$ cat src/rtl/seq_pattern_tx.sv
// seq_pattern_tx: serialises a latched pattern MSB-first as a train of
// (rep+1) frames of len bits, separated by gap idle cycles, then pulses done.
module seq_pattern_tx #(
    parameter int unsigned PW = 8
) (
    input  logic          clk,
    input  logic          reset,
    input  logic          start,
    input  logic [PW-1:0] pattern,
    input  logic [3:0]    len,
    input  logic [3:0]    rep,
    input  logic [3:0]    gap,
    output logic          data,
    output logic          valid,
    output logic          busy,
    output logic          frame_start,
    output logic          done,
    output logic          err
);

    localparam int unsigned CW = 4;

    typedef enum logic [1:0] {
        IDLE  = 2'd0,
        SHIFT = 2'd1,
        GAP   = 2'd2,
        DONE  = 2'd3
    } state_e;

    state_e state_q, state_d;

    // Transfer configuration captured on the accepting edge
    logic [PW-1:0] pat_q, pat_d;
    logic [CW-1:0] len_q, len_d;
    logic [CW-1:0] rep_q, rep_d;
    logic [CW-1:0] gap_q, gap_d;

    // Bit index shown on data, frames already finished, gap cycles remaining
    logic [CW-1:0] idx_q, idx_d;
    logic [CW-1:0] frm_q, frm_d;
    logic [CW-1:0] gcnt_q, gcnt_d;

    // Registered output stage
    logic data_q, data_d;
    logic valid_q, valid_d;
    logic busy_q, busy_d;
    logic fs_q, fs_d;
    logic done_q, done_d;
    logic err_q, err_d;

    logic          len_ok_c;
    logic [PW-1:0] src_c;
    logic [PW-1:0] sh_c;

    assign len_ok_c = (len != 4'd0) && (32'(len) <= PW);

    // State register
    always_ff @(posedge clk) begin
        if (!reset) begin
            state_q <= IDLE;
        end else begin
            state_q <= state_d;
        end
    end

    // Next-state logic
    always_comb begin
        state_d = state_q;
        case (state_q)
            IDLE: begin
                if (start && len_ok_c) begin
                    state_d = SHIFT;
                end
            end
            SHIFT: begin
                if (idx_q == 4'd0) begin
                    if (frm_q == rep_q) begin
                        state_d = DONE;
                    end else if (gap_q != 4'd0) begin
                        state_d = GAP;
                    end
                end
            end
            GAP: begin
                if (gcnt_q == 4'd1) begin
                    state_d = SHIFT;
                end
            end
            DONE: begin
                state_d = IDLE;
            end
            default: begin
                state_d = IDLE;
            end
        endcase
    end

    // Datapath and output next values, aligned with the next state
    always_comb begin
        pat_d   = pat_q;
        len_d   = len_q;
        rep_d   = rep_q;
        gap_d   = gap_q;
        idx_d   = idx_q;
        frm_d   = frm_q;
        gcnt_d  = gcnt_q;
        valid_d = 1'b0;
        fs_d    = 1'b0;
        done_d  = 1'b0;
        err_d   = 1'b0;
        busy_d  = (state_d != IDLE);
        case (state_q)
            IDLE: begin
                if (start) begin
                    if (len_ok_c) begin
                        pat_d   = pattern;
                        len_d   = len;
                        rep_d   = rep;
                        gap_d   = gap;
                        idx_d   = len - 4'd1;
                        frm_d   = 4'd0;
                        gcnt_d  = 4'd0;
                        valid_d = 1'b1;
                        fs_d    = 1'b1;
                    end else begin
                        err_d = 1'b1;
                    end
                end
            end
            SHIFT: begin
                if (idx_q != 4'd0) begin
                    idx_d   = idx_q - 4'd1;
                    valid_d = 1'b1;
                end else if (frm_q != rep_q) begin
                    if (gap_q == 4'd0) begin
                        idx_d   = len_q - 4'd1;
                        frm_d   = frm_q + 4'd1;
                        valid_d = 1'b1;
                        fs_d    = 1'b1;
                    end else begin
                        gcnt_d = gap_q;
                    end
                end else begin
                    done_d = 1'b1;
                end
            end
            GAP: begin
                if (gcnt_q == 4'd1) begin
                    gcnt_d  = 4'd0;
                    idx_d   = len_q - 4'd1;
                    frm_d   = frm_q + 4'd1;
                    valid_d = 1'b1;
                    fs_d    = 1'b1;
                end else begin
                    gcnt_d = gcnt_q - 4'd1;
                end
            end
            default: begin
            end
        endcase
        // The first bit comes straight from the input port; later bits from the latch
        src_c  = (state_q == IDLE) ? pattern : pat_q;
        sh_c   = src_c >> idx_d;
        data_d = valid_d & sh_c[0];
    end

    // Datapath and output registers
    always_ff @(posedge clk) begin
        if (!reset) begin
            pat_q   <= '0;
            len_q   <= '0;
            rep_q   <= '0;
            gap_q   <= '0;
            idx_q   <= '0;
            frm_q   <= '0;
            gcnt_q  <= '0;
            data_q  <= 1'b0;
            valid_q <= 1'b0;
            busy_q  <= 1'b0;
            fs_q    <= 1'b0;
            done_q  <= 1'b0;
            err_q   <= 1'b0;
        end else begin
            pat_q   <= pat_d;
            len_q   <= len_d;
            rep_q   <= rep_d;
            gap_q   <= gap_d;
            idx_q   <= idx_d;
            frm_q   <= frm_d;
            gcnt_q  <= gcnt_d;
            data_q  <= data_d;
            valid_q <= valid_d;
            busy_q  <= busy_d;
            fs_q    <= fs_d;
            done_q  <= done_d;
            err_q   <= err_d;
        end
    end

    assign data        = data_q;
    assign valid       = valid_q;
    assign busy        = busy_q;
    assign frame_start = fs_q;
    assign done        = done_q;
    assign err         = err_q;

endmodule

$ cat config.mk
export PLATFORM = sky130hd
export DESIGN_NAME = seq_pattern_tx
export DESIGN_NICKNAME = d
export VERILOG_FILES = /design/src/rtl/seq_pattern_tx.sv
export SDC_FILE = /design/constraint.sdc
export NUM_CORES = 1
export LEC_CHECK = 0
export BUFFER_PORTS_ARGS = -buffer_cell sky130_fd_sc_hd__clkbuf_2
export CAP_MARGIN = 15
export CORE_ASPECT_RATIO = 1.1
export CORE_UTILIZATION = 55
export DETAILED_ROUTE_END_ITERATION = 8
export PLACE_DENSITY = 0.77
export SLEW_MARGIN = 20
export SYNTH_ARGS = -nofsm -noshare
export SYNTH_HDL_FRONTEND = slang
export SYNTH_SLANG_ARGS = --single-unit
$ cat constraint.sdc
create_clock -name clk -period 6.7 [get_ports clk]
set_input_delay 0.67 -clock clk [delete_from_list [all_inputs] [get_ports clk]]
set_output_delay 0.67 -clock clk [all_outputs]
set_load 0.02 [all_outputs]
==> impl_metrics.csv <==
group,metric,value,unit
status,status,"finished, final reports clean",
sta,max_slew_margin,47.1,%
sta,finalHoldViolCount,0,
grt,grt_pass1_wl,8420,um
grt,first_global_vias,1850,
synth,post_synth.cell_area_avg,8.42,sq um
synth,synth_warnings,0,
synth,synth.distinct_cells,57,
place,detailedPlacementHpwl,3510,um
place,port_buffers,28,
clock_network,cts_setup_buffers,0,
floorplan,fp-row-count,24,
grt,grt.total_usage,24.0,%
power_and_ir_drop,max-vdd-ir-drop,0.178,mV
grt,number_of_antenna_violations_at_the_first_check_in_global_routing,0,
floorplan,die_h,70.3,um
clock_network,htreeDepth,2,
routing,route.detailed.wl_per_inst,13.8,um
layout,cell_area_after_layout,2570,sq um
critical_path,worst_setup_path_start_kind,"input port",
place,placed_cells,346,
sta,finalClockSkew,0.00897,ns
floorplan,core,4020,sq um
place,placement.cell_area,2490,sq um
routing,detail_route.vias_per_cell,5.52,
sta,timing.hold.ws,0.468,ns
clock_network,clk_latency,0.29,ns
synth,post_synth_instance_area,2330,sq um
layout,mostFrequentLayoutCells,"sky130_fd_sc_hd__nand2_1, sky130_fd_sc_hd__dfxtp_1, sky130_fd_sc_hd__clkbuf_2",
sta,finalWorstPathRequiredPeriod,3.22,ns
layout,antenna_cells,0,
synth,netlist_instances,277,
clock_network,clock_tree_from_tritoncts,"yes",
critical_path,worst-endpoint-required,6.88,ns
synth,synth.ff_latch_count,40,
synth,synth-edff-count,0,
sta,timing.final.max_slew_violations,0,
floorplan,pin_count,29,
synth,syn-num-nets,311,
clock_network,root_buffer,"sky130_fd_sc_hd__clkbuf_8",
synth,ys.flop_type,"sky130_fd_sc_hd__dfxtp_1",
place,gp_congestion,0.865,
critical_path,path_max_fanout,23,
routing,detailroute.via_count,1950,
clock_network,cts_repair_resize_count,0,
layout,fill_cells,376,
job,cap_violations,0,
grt,grt_overflow,0,
routing,drc_errors,0,
sta,fmax,311,MHz
critical_path,timing.critical_path.to_type,"register",
sta,min_period_over_period,48.0,%
layout,nNetsFinal,335,
clock_network,cts-buffers-inserted,5,
critical_path,path_class,"input port to register",
layout,final-instance-count-excl-fill,353,
sta,worst_slew_pin_tran,0.791,ns
floorplan,die-area,4510,sq um
routing,detailedRoute.firstPassIterationCount,4,
layout,area_growth_syn_to_layout,10.1,%
layout,most_frequent_standard_cell_in_the_layout_excluding_fill_and_tap_cells,"sky130_fd_sc_hd__nand2_1",
critical_path,data_arrival_time_of_the_critical_path,3.40,ns
clock_network,clk_transition_reported_paths,0.07,ns
routing,dr.first_iter.drc_count,67,
clock_network,clock_tree.buffer_depth,2,
clock_network,post_cts_hold_buffer_count,0,
synth,synth_seq_area_share,34.3,%
power_and_ir_drop,powerDensity,281,nW/um^2
synth,synth_async_sr_flop_share,0,%
power_and_ir_drop,leakage,1.03,nW
sta,rsz0062_at_grt,"no",
routing,residual_antenna_violating_net_count_after_detailed_routing,0,
layout,final_layout_size_suffix_gt1_share,16.3,%
sta,setup_viol_count_final,0,
grt,grt_start_max_net_pins,38,
min_path,worst_hold_path_type,"register to register",
floorplan,floorplan.initialDensity,58.0,%
floorplan,fp.dieW,64.1,um
sta,aggregate_negative_setup_slack,0,ns
routing,wl,4890,um
clock_network,cts_sinks,40,
cell families after synthesis:
kind of cell	after synthesis	share of synthesized area, %
xor gates and xnor gates	11	4.13
AOI/OAI and AO/OA	71	24.4
muxes	10	4.45
DFF	40	34.3
adders and majority gates	11	5.90
buffers and inverters	27	4.61
and+or+nand+nor	107	22.2
critical path, cell delays in order:
cell,delay (ns)
sky130_fd_sc_hd__clkbuf_2,0.16
sky130_fd_sc_hd__inv_1,0.08
sky130_fd_sc_hd__ha_1,0.21
sky130_fd_sc_hd__nor2b_1,0.15
sky130_fd_sc_hd__xnor2_1,0.31
sky130_fd_sc_hd__nand2_1,0.55
sky130_fd_sc_hd__o221a_2,0.49
sky130_fd_sc_hd__o21ai_1,0.24
sky130_fd_sc_hd__or2b_1,0.15
sky130_fd_sc_hd__o22ai_1,0.08
sky130_fd_sc_hd__o31a_1,0.30
layer usage:
layer	share of wire (%)	GRT usage [%]	up-vias
met5	0	0	-
met4	1.7	9.38	0
met3	4.0	5.39	8
met2	48	39.5	39
met1	47	30.1	895
li1	-	-	1008
path summary, 6_finish.rpt:
check	startpoint	to	slack [ns]	depth (start not counted)
max reg2reg	state_q[1]	data	3.54	9
min	pat_q[6]	pat_q[6]	0.47	2
max	len[0]	data	3.48	11
min reg2reg	pat_q[6]	pat_q[6]	0.47	2
per-stage QoR:
stage	utilization (%)	setup slack (ns)	power, mW
2_1_floorplan	-	4.14	0.515
3_3_place_gp	61.9	3.28	0.570
3_5_place_dp	61.9	3.20	0.573
4_1_cts	63.8	3.47	0.725
5_1_grt	63.8	3.21	0.774
6_report	63.8	3.48	0.722
state kept, by name, indices dropped and copies added (netlist names):
name         count
rep_q            4
done             1
len_q            4
err              1
pat_q            8
busy             1
gcnt_q           4
idx_q            4
data             1
gap_q            4
frame_start      1
state_q          2
valid            1
frm_q            4
area by class of cell:
cell class	instances	area, sq um	area share (%)
Clock buffer	6	72.6	2.83
Clock inverter	1	5.00	0.195
Inverter	16	60.1	2.34
Multi-Input combinational cell	210	1430	55.5
Sequential cell	40	801	31.2
Tap cell	52	65.1	2.53
Timing Repair Buffer	28	140	5.46
where the power goes:
group	total [mW]	switching [mW]	leakage, nW	internal, mW
clock	0.151	0.0799	0.0410	0.0708
combinational	0.289	0.171	0.668	0.118
sequential	0.282	0.0188	0.326	0.263
synthesized netlist by cell type, types with 2 or more instances:
| master | number | area (sq um) |
|---|---|---|
| sky130_fd_sc_hd__and2_1 | 7 | 43.8 |
| sky130_fd_sc_hd__a21boi_0 | 24 | 180 |
| sky130_fd_sc_hd__o21ai_0 | 9 | 45.0 |
| sky130_fd_sc_hd__xnor2_1 | 8 | 70.1 |
| sky130_fd_sc_hd__o31ai_1 | 2 | 15.0 |
| sky130_fd_sc_hd__nor3_1 | 10 | 50.1 |
| sky130_fd_sc_hd__nor2b_1 | 4 | 25.0 |
| sky130_fd_sc_hd__dfxtp_1 | 40 | 801 |
| sky130_fd_sc_hd__inv_1 | 16 | 60.1 |
| sky130_fd_sc_hd__mux2i_1 | 7 | 70.1 |
| sky130_fd_sc_hd__a22oi_1 | 2 | 15.0 |
| sky130_fd_sc_hd__nor2_1 | 10 | 37.5 |
| sky130_fd_sc_hd__xor2_1 | 3 | 26.3 |
| sky130_fd_sc_hd__a21o_1 | 2 | 15.0 |
| sky130_fd_sc_hd__ha_1 | 11 | 138 |
| sky130_fd_sc_hd__a21oi_1 | 9 | 45.0 |
| sky130_fd_sc_hd__nand3_1 | 4 | 20.0 |
| sky130_fd_sc_hd__nand4b_1 | 2 | 17.5 |
| sky130_fd_sc_hd__or3_1 | 2 | 12.5 |
| sky130_fd_sc_hd__o21a_1 | 4 | 30.0 |
| sky130_fd_sc_hd__a221oi_1 | 2 | 17.5 |
| sky130_fd_sc_hd__nand2_1 | 55 | 206 |
| sky130_fd_sc_hd__mux2_1 | 2 | 22.5 |
| sky130_fd_sc_hd__clkbuf_1 | 9 | 33.8 |
(Power assumes the default switching activity.)
